## src/rtl/sprite_pkg.sv

```systemverilog
// Shared definitions for the sprite line fetcher: geometry defaults,
// the transparent key colour, the fetch FSM encoding and a ROM index helper.
package sprite_pkg;

  localparam int          SPRITE_W  = 64;
  localparam int          SPRITE_H  = 64;
  localparam logic [23:0] KEY_COLOR = 24'hFF00FF;

  typedef logic [23:0] pixel_t;

  typedef enum logic [1:0] {
    IDLE  = 2'd0,
    FETCH = 2'd1,
    DRAIN = 2'd2
  } fetch_state_t;

  // Linear sprite ROM address of (row, col) for a row stride of 'stride' pixels.
  function automatic logic [12:0] rom_index(input int unsigned row,
                                            input int unsigned col,
                                            input int unsigned stride);
    return 13'(row * stride + col);
  endfunction

endpackage

```

## src/rtl/sprite_line_buf.sv

```systemverilog
// One sprite row of pixels: synchronous write from the ROM fetch side,
// combinational read from the display side.
module sprite_line_buf #(
  parameter  int DEPTH = 64,
  parameter  int WIDTH = 24,
  localparam int AW    = $clog2(DEPTH)
) (
  input  logic             Clk,
  input  logic             wr_en,
  input  logic [AW-1:0]    wr_addr,
  input  logic [WIDTH-1:0] wr_data,
  input  logic [AW-1:0]    rd_addr,
  output logic [WIDTH-1:0] rd_data
);

  logic [WIDTH-1:0] mem [DEPTH];

  // Capture one fetched pixel per write strobe.
  // NOTE: the storage array has no reset; its contents are only ever read
  // after a complete row has been written, so clearing it would buy nothing.
  // NOTE: clocked state is always assigned with <= so every register samples
  // the values from before the edge, independent of statement order.
  always_ff @(posedge Clk) begin
    if (wr_en) begin
      mem[wr_addr] <= wr_data;
    end
  end

  assign rd_data = mem[rd_addr];

endmodule

```

## src/rtl/sprite_line_fetch.sv

```systemverilog
// Sprite line fetcher. During horizontal blanking it copies the sprite row
// that intersects the next display line from the sprite ROM into a line
// buffer, then overlays that row on the visible line with one cycle of
// latency, suppressing key-coloured (transparent) pixels.
module sprite_line_fetch #(
  parameter int          SPRITE_W  = sprite_pkg::SPRITE_W,
  parameter int          SPRITE_H  = sprite_pkg::SPRITE_H,
  parameter logic [23:0] KEY_COLOR = sprite_pkg::KEY_COLOR
) (
  input  logic        Clk,
  input  logic        Reset_n,
  input  logic        line_start,
  input  logic [9:0]  next_y,
  input  logic [9:0]  sprite_x,
  input  logic [9:0]  sprite_y,
  input  logic        sprite_en,
  input  logic [9:0]  DrawX,
  output logic [12:0] rom_addr,
  input  logic [23:0] rom_data,
  output logic [23:0] pixel_out,
  output logic        pixel_valid,
  output logic        busy
);

  import sprite_pkg::*;

  localparam int COL_W = $clog2(SPRITE_W);
  localparam int ROW_W = $clog2(SPRITE_H);

  localparam logic [COL_W-1:0] LAST_COL = COL_W'(SPRITE_W - 1);

  fetch_state_t     state_q, state_d;
  logic [COL_W-1:0] col_q, col_d;
  logic [ROW_W-1:0] row_q, row_d;
  logic             row_hit_q, row_hit_d;
  logic [12:0]      rom_addr_q, rom_addr_d;
  logic [9:0]       sx_q;

  // Row of the sprite that lands on the next line; negative means above it.
  logic [10:0]      row_calc;
  logic             row_in_range;

  // Line-buffer write port.
  logic             buf_we;
  logic [COL_W-1:0] buf_waddr;

  // Display side: column offset into the sprite and the buffered pixel there.
  logic [10:0]      dx;
  pixel_t           buf_rdata;
  logic             pix_hit;

  assign row_calc     = {1'b0, next_y} - {1'b0, sprite_y};
  assign row_in_range = sprite_en && !row_calc[10] && (row_calc < 11'(SPRITE_H));

  assign dx = {1'b0, DrawX} - {1'b0, sx_q};

  // A new line_start masks the output too, so nothing from the previous row
  // leaks into the first busy cycle.
  assign pix_hit = row_hit_q && !line_start && !dx[10] &&
                   (dx < 11'(SPRITE_W)) && (buf_rdata != KEY_COLOR);

  assign busy     = (state_q != IDLE);
  assign rom_addr = rom_addr_q;

  // Next-state, address sequencing and line-buffer write control.
  // NOTE: every signal driven here gets a default first, so no path through
  // the block leaves a value unassigned and no latch is inferred.
  always_comb begin
    state_d    = state_q;
    col_d      = col_q;
    row_d      = row_q;
    row_hit_d  = row_hit_q;
    rom_addr_d = rom_addr_q;
    buf_we     = 1'b0;
    buf_waddr  = col_q - COL_W'(1);

    if (line_start) begin
      // A new line always wins, including over a fetch still in flight.
      row_hit_d = 1'b0;
      col_d     = '0;
      if (row_in_range) begin
        state_d    = FETCH;
        row_d      = row_calc[ROW_W-1:0];
        rom_addr_d = rom_index(32'(row_calc[ROW_W-1:0]), 0, SPRITE_W);
      end else begin
        state_d = IDLE;
      end
    end else begin
      unique case (state_q)
        IDLE: begin
          // Hold the last address and buffer contents.
        end
        FETCH: begin
          // Data arriving now belongs to the address issued last cycle.
          buf_we = (col_q != '0);
          if (col_q == LAST_COL) begin
            state_d = DRAIN;
          end else begin
            col_d      = col_q + COL_W'(1);
            rom_addr_d = rom_index(32'(row_q), 32'(col_q) + 32'd1, SPRITE_W);
          end
        end
        DRAIN: begin
          // Last word of the row lands here; the row becomes displayable.
          buf_we    = 1'b1;
          buf_waddr = LAST_COL;
          row_hit_d = 1'b1;
          col_d     = '0;
          state_d   = IDLE;
        end
        default: begin
          state_d = IDLE;
        end
      endcase
    end
  end

  // Fetch state registers and the latched horizontal sprite position.
  always_ff @(posedge Clk or negedge Reset_n) begin
    if (!Reset_n) begin
      state_q    <= IDLE;
      col_q      <= '0;
      row_q      <= '0;
      row_hit_q  <= 1'b0;
      rom_addr_q <= '0;
      sx_q       <= '0;
    end else begin
      state_q    <= state_d;
      col_q      <= col_d;
      row_q      <= row_d;
      row_hit_q  <= row_hit_d;
      rom_addr_q <= rom_addr_d;
      if (line_start) begin
        sx_q <= sprite_x;
      end
    end
  end

  // Register the overlay result one cycle after DrawX is presented.
  always_ff @(posedge Clk or negedge Reset_n) begin
    if (!Reset_n) begin
      pixel_valid <= 1'b0;
      pixel_out   <= '0;
    end else begin
      pixel_valid <= pix_hit;
      pixel_out   <= pix_hit ? buf_rdata : '0;
    end
  end

  sprite_line_buf #(
    .DEPTH (SPRITE_W),
    .WIDTH (24)
  ) u_line_buf (
    .Clk     (Clk),
    .wr_en   (buf_we),
    .wr_addr (buf_waddr),
    .wr_data (rom_data),
    .rd_addr (dx[COL_W-1:0]),
    .rd_data (buf_rdata)
  );

endmodule

```

## config.mk

```make
export PLATFORM = sky130hd
export DESIGN_NAME = sprite_line_fetch
export DESIGN_NICKNAME = d
export VERILOG_FILES = /design/src/rtl/sprite_pkg.sv /design/src/rtl/sprite_line_buf.sv /design/src/rtl/sprite_line_fetch.sv
export SDC_FILE = /design/constraint.sdc
export NUM_CORES = 1
export LEC_CHECK = 0
export CORE_ASPECT_RATIO = 1.75
export CORE_MARGIN = 10
export CORE_UTILIZATION = 55
export DETAILED_ROUTE_END_ITERATION = 6
export GPL_TIMING_DRIVEN = 0
export PLACE_DENSITY = 0.73
export SYNTH_ARGS = -nofsm -noshare
export SYNTH_HDL_FRONTEND = slang
export SYNTH_SLANG_ARGS = --single-unit
export TNS_END_PERCENT = 30
```

## constraint.sdc

```tcl
create_clock -name Clk -period 4.8 [get_ports Clk]
set_clock_uncertainty 0.15 [all_clocks]
set_input_delay 0.96 -clock Clk [delete_from_list [all_inputs] [get_ports Clk]]
set_output_delay 0.96 -clock Clk [all_outputs]
set_load 0.02 [all_outputs]
```

==> impl_metrics.toml <==
[placed_design]
place_congestion = 0.882
dp_hpwl_um = 123000
placed_area_sq_um = 67900
port_buffers = 106

[yosys]
synth.yosys.seq_area_share_pct = 76.1
syn_area_per_cell_sq_um = 21.6
yosysUniqueCellTypes = 62
ys.flop_type = "edfxtp_1"
synth.area.top_cells = "edfxtp_1 (74%), mux4_2 (15%), dfrtp_1 (2.5%)"
yosys.area.top_type = "edfxtp_1"
syn_area_sq_um = 62700
synth.net_count = 3006
synth.ff_latch_count = 1599
async_flop_share_pct = 3.94
synth-warning-count = 0
synthCells = 2910
synth_edf_count = 1536
yosysTopAreaCellShare_pct = 73.6

[critical_path]
r2r_cells = 19
crit_required_ps = 5300
end_kind = "flop"
slowest_stage = "ha_2"
reg2reg_to = "pixel_out[17]"
crit_arrival_ps = 5440
start_kind = "input port"
critPathBufInv = 6
critPathKind = "in2reg"
r2r_slack_ps = -140
timing.rr.start = "sx_q[0]"
cp_max_fo = 10
path_cells = "clkdlybuf4s50_1, ha_2, nor2_1, a21oi_4, xnor2_4, buf_12, buf_6, buf_4, mux2i_1, mux2i_2, nand4b_1, a221oi_4, a21oi_4, buf_6, buf_12, o211a_4"
critical-path-max-stage-delay_ps = 480
crit_family = "buffers and inverters"

[grt]
grt_max_degree = 65
grt_pass1_wl_um = 270000
antenna_found_initial = 6
grt_pass1_vias = 34400
grt_usage_pct = 30.9
grt-ovfl-total = 0

[sta]
drv_slew = 10
setup_viol = 16
fin_crit_sh_pct = 103
tightest_slew_ps = 1610
grt_setup_unrepaired = "yes"
fin_crit_ps = 4940
hold_viol = 0
fmax_ghz = 0.202
holdWs_ps = 165
setup_ws_ps = -142
slew_headroom_pct = -7.22

[clock_network]
cts_tree = "built"
clk_pin_slew_ps = 80
cts_sinks = 1599
htreeDepth = 4
cts_root_buffer = "clkbuf_16"
clockBufferDepth = 3
numCtsBuffers = 135
clock_latency_ps = 790
cts_hold_buf = 0

[detailed_routing]
dr.pass1.iters = 7
vias = 34200
wirelength_um = 195000
antenna_left = 0
vias_per_cell = 7.03
drc_errors = 1
wl_per_cell_um = 40.2
drt_iter0_drc = 5745

[layout]
area_growth_pct = 17.4
final_area_sq_um = 73600
final_nets = 3371
drive_above_1_share_pct = 30.1

[die]
fp-row-count = 163
initial_utilization_pct = 55.5
die_h_um = 467
boundaryPins = 107
die-area_sq_um = 128000
die_w_um = 275
core_area_sq_um = 113000

[power]
power_mw = 32.2
ir_worst_vdd_v = 0.000385
powerDensity_nw_per_um2 = 438
p_leak_nw = 23.8

[flow_run]
maxCapViolCount = 1

[outcome]
status = "finished, violations left"
failed_checks = "design-rule violations, max-capacitance violations, max-slew violations, negative setup slack"

[hold_path]
min-delay-path-class = "in2async"
-- registers in the layout, indices dropped and copies added (netlist names) --
signal	cells
col_q	6
state_q	2
row_hit_q	1
pixel_valid	1
u_line_buf.mem	1536
pixel_out	24
row_q	6
sx_q	10
rom_addr	13
-- layout make-up --
type / instances / area [sq um]
fillers: 6953 / 39400
multi-input cells: 1126 / 15000
repair buffers: 230 / 3270
clock inverters: 60 / 562
clock buffers: 175 / 3710
well taps: 1485 / 1860
diodes: 2 / 5.00
inverters: 37 / 139
plain buffers: 146 / 1410
flip-flops and latches: 1599 / 47700
-- per-stage QoR --
step / worst slack [ps] / TNS, ps / std cells / util [%]
after floorplan: 108 / 0 / 2910 / -
after global placement: -2450 / -2410930 / 4501 / 58.1
after detailed placement: -2490 / -70830 / 4587 / 60.1
after CTS: 14.5 / 0 / 4844 / 64.9
after global routing: -55.7 / -420 / 4859 / 65.1
final: -142 / -1760 / 4860 / 65.1
-- what timing repair did --
action / 4_1_cts / 5_1_grt
setup buffers: 22 / 14
gates resized for setup: 252 / 51
setup endpoints to repair: 24 / 43
gates cloned: 2 / 0
pin swaps: 7 / 6
hold endpoints to repair: 0 / 0
-- cells by family after synthesis --
group,after synthesis,synth area share (%)
DFF,1599,76.1
muxes,576,17.5
and+or+nand+nor,380,2.68
buffers and inverters,185,1.50
AOI/OAI and AO/OA,114,1.25
xor gates and xnor gates,28,0.433
adders and majority gates,28,0.583
-- cells in the final DEF (no fill, tap or decap), drive strengths merged, types with 7 or more instances in the layout --
master,netlist,routed
edfxtp,1536,1536
mux4,414,414
buf,98,246
clkbuf,50,224
nand2,157,157
mux2i,142,142
nor2,101,101
clkdlybuf4s50,0,79
dfrtp,63,63
clkinv,0,45
nand3,43,43
inv,37,38
a21oi,27,27
o21ai,26,26
ha,26,26
mux2,20,20
nand4,17,17
xnor2,17,17
nor2b,15,15
and3,13,13
xor2,11,11
a32oi,10,10
bufinv,0,10
nor3,9,9
o31ai,8,8
o21a,7,7
-- where the power goes --
| group | internal, mW | total (mW) | switching [mW] | leakage [nW] |
|---|---|---|---|---|
| Sequential | 15.3 | 15.4 | 0.0443 | 14.6 |
| Combinational | 2.51 | 5.90 | 3.38 | 7.12 |
| Clock | 5.99 | 10.9 | 4.94 | 2.08 |
| Total | 23.8 | 32.2 | 8.37 | 23.8 |
-- worst reg2reg max path, stage by stage (launching register included) --
cell and delay [ps]:
dfrtp_1 360, ha_2 190, inv_2 40, fa_2 640, buf_8 170, buf_12 160, buf_12 140, buf_12 150
clkbuf_16 180, mux4_2 190, mux2i_1 90, mux2i_1 240, mux2i_1 160, mux2i_2 430, nand4b_1 470, a221oi_4 380
a21oi_4 110, buf_6 230, buf_12 150, o211a_4 170
-- synthesized netlist by cell type, types with 25 or more instances --
| cell | count |
|---|---|
| inv_1 | 37 |
| clkbuf_1 | 50 |
| mux2i_1 | 142 |
| dfrtp_1 | 63 |
| ha_1 | 26 |
| nor2_1 | 100 |
| nand2_1 | 157 |
| nand3_1 | 43 |
| buf_2 | 51 |
| mux4_2 | 414 |
| a21oi_1 | 25 |
| edfxtp_1 | 1536 |
-- worst max-delay path by stage --
stage              from  slack, ps       endpoint  cells past startpoint
2_1_floorplan  DrawX[0]        110   pixel_out[6]                     16
3_3_place_gp   DrawX[0]      -2450   pixel_out[2]                     20
3_5_place_dp   DrawX[0]      -2490   pixel_out[2]                     17
4_1_cts        DrawX[0]         10   pixel_out[2]                     21
5_1_grt        DrawX[2]        -60  pixel_out[17]                     15
6_report       DrawX[2]       -140  pixel_out[17]                     16
-- layer usage --
metal	vias up	part of all wire [%]	global-route usage [%]
li1	12700	-	-
met1	17600	31	36.6
met2	3042	48	48.0
met3	778	13	9.48
met4	6	8.4	21.6
met5	-	0.026	0
Note: power is estimated with default switching activity, not from simulation.
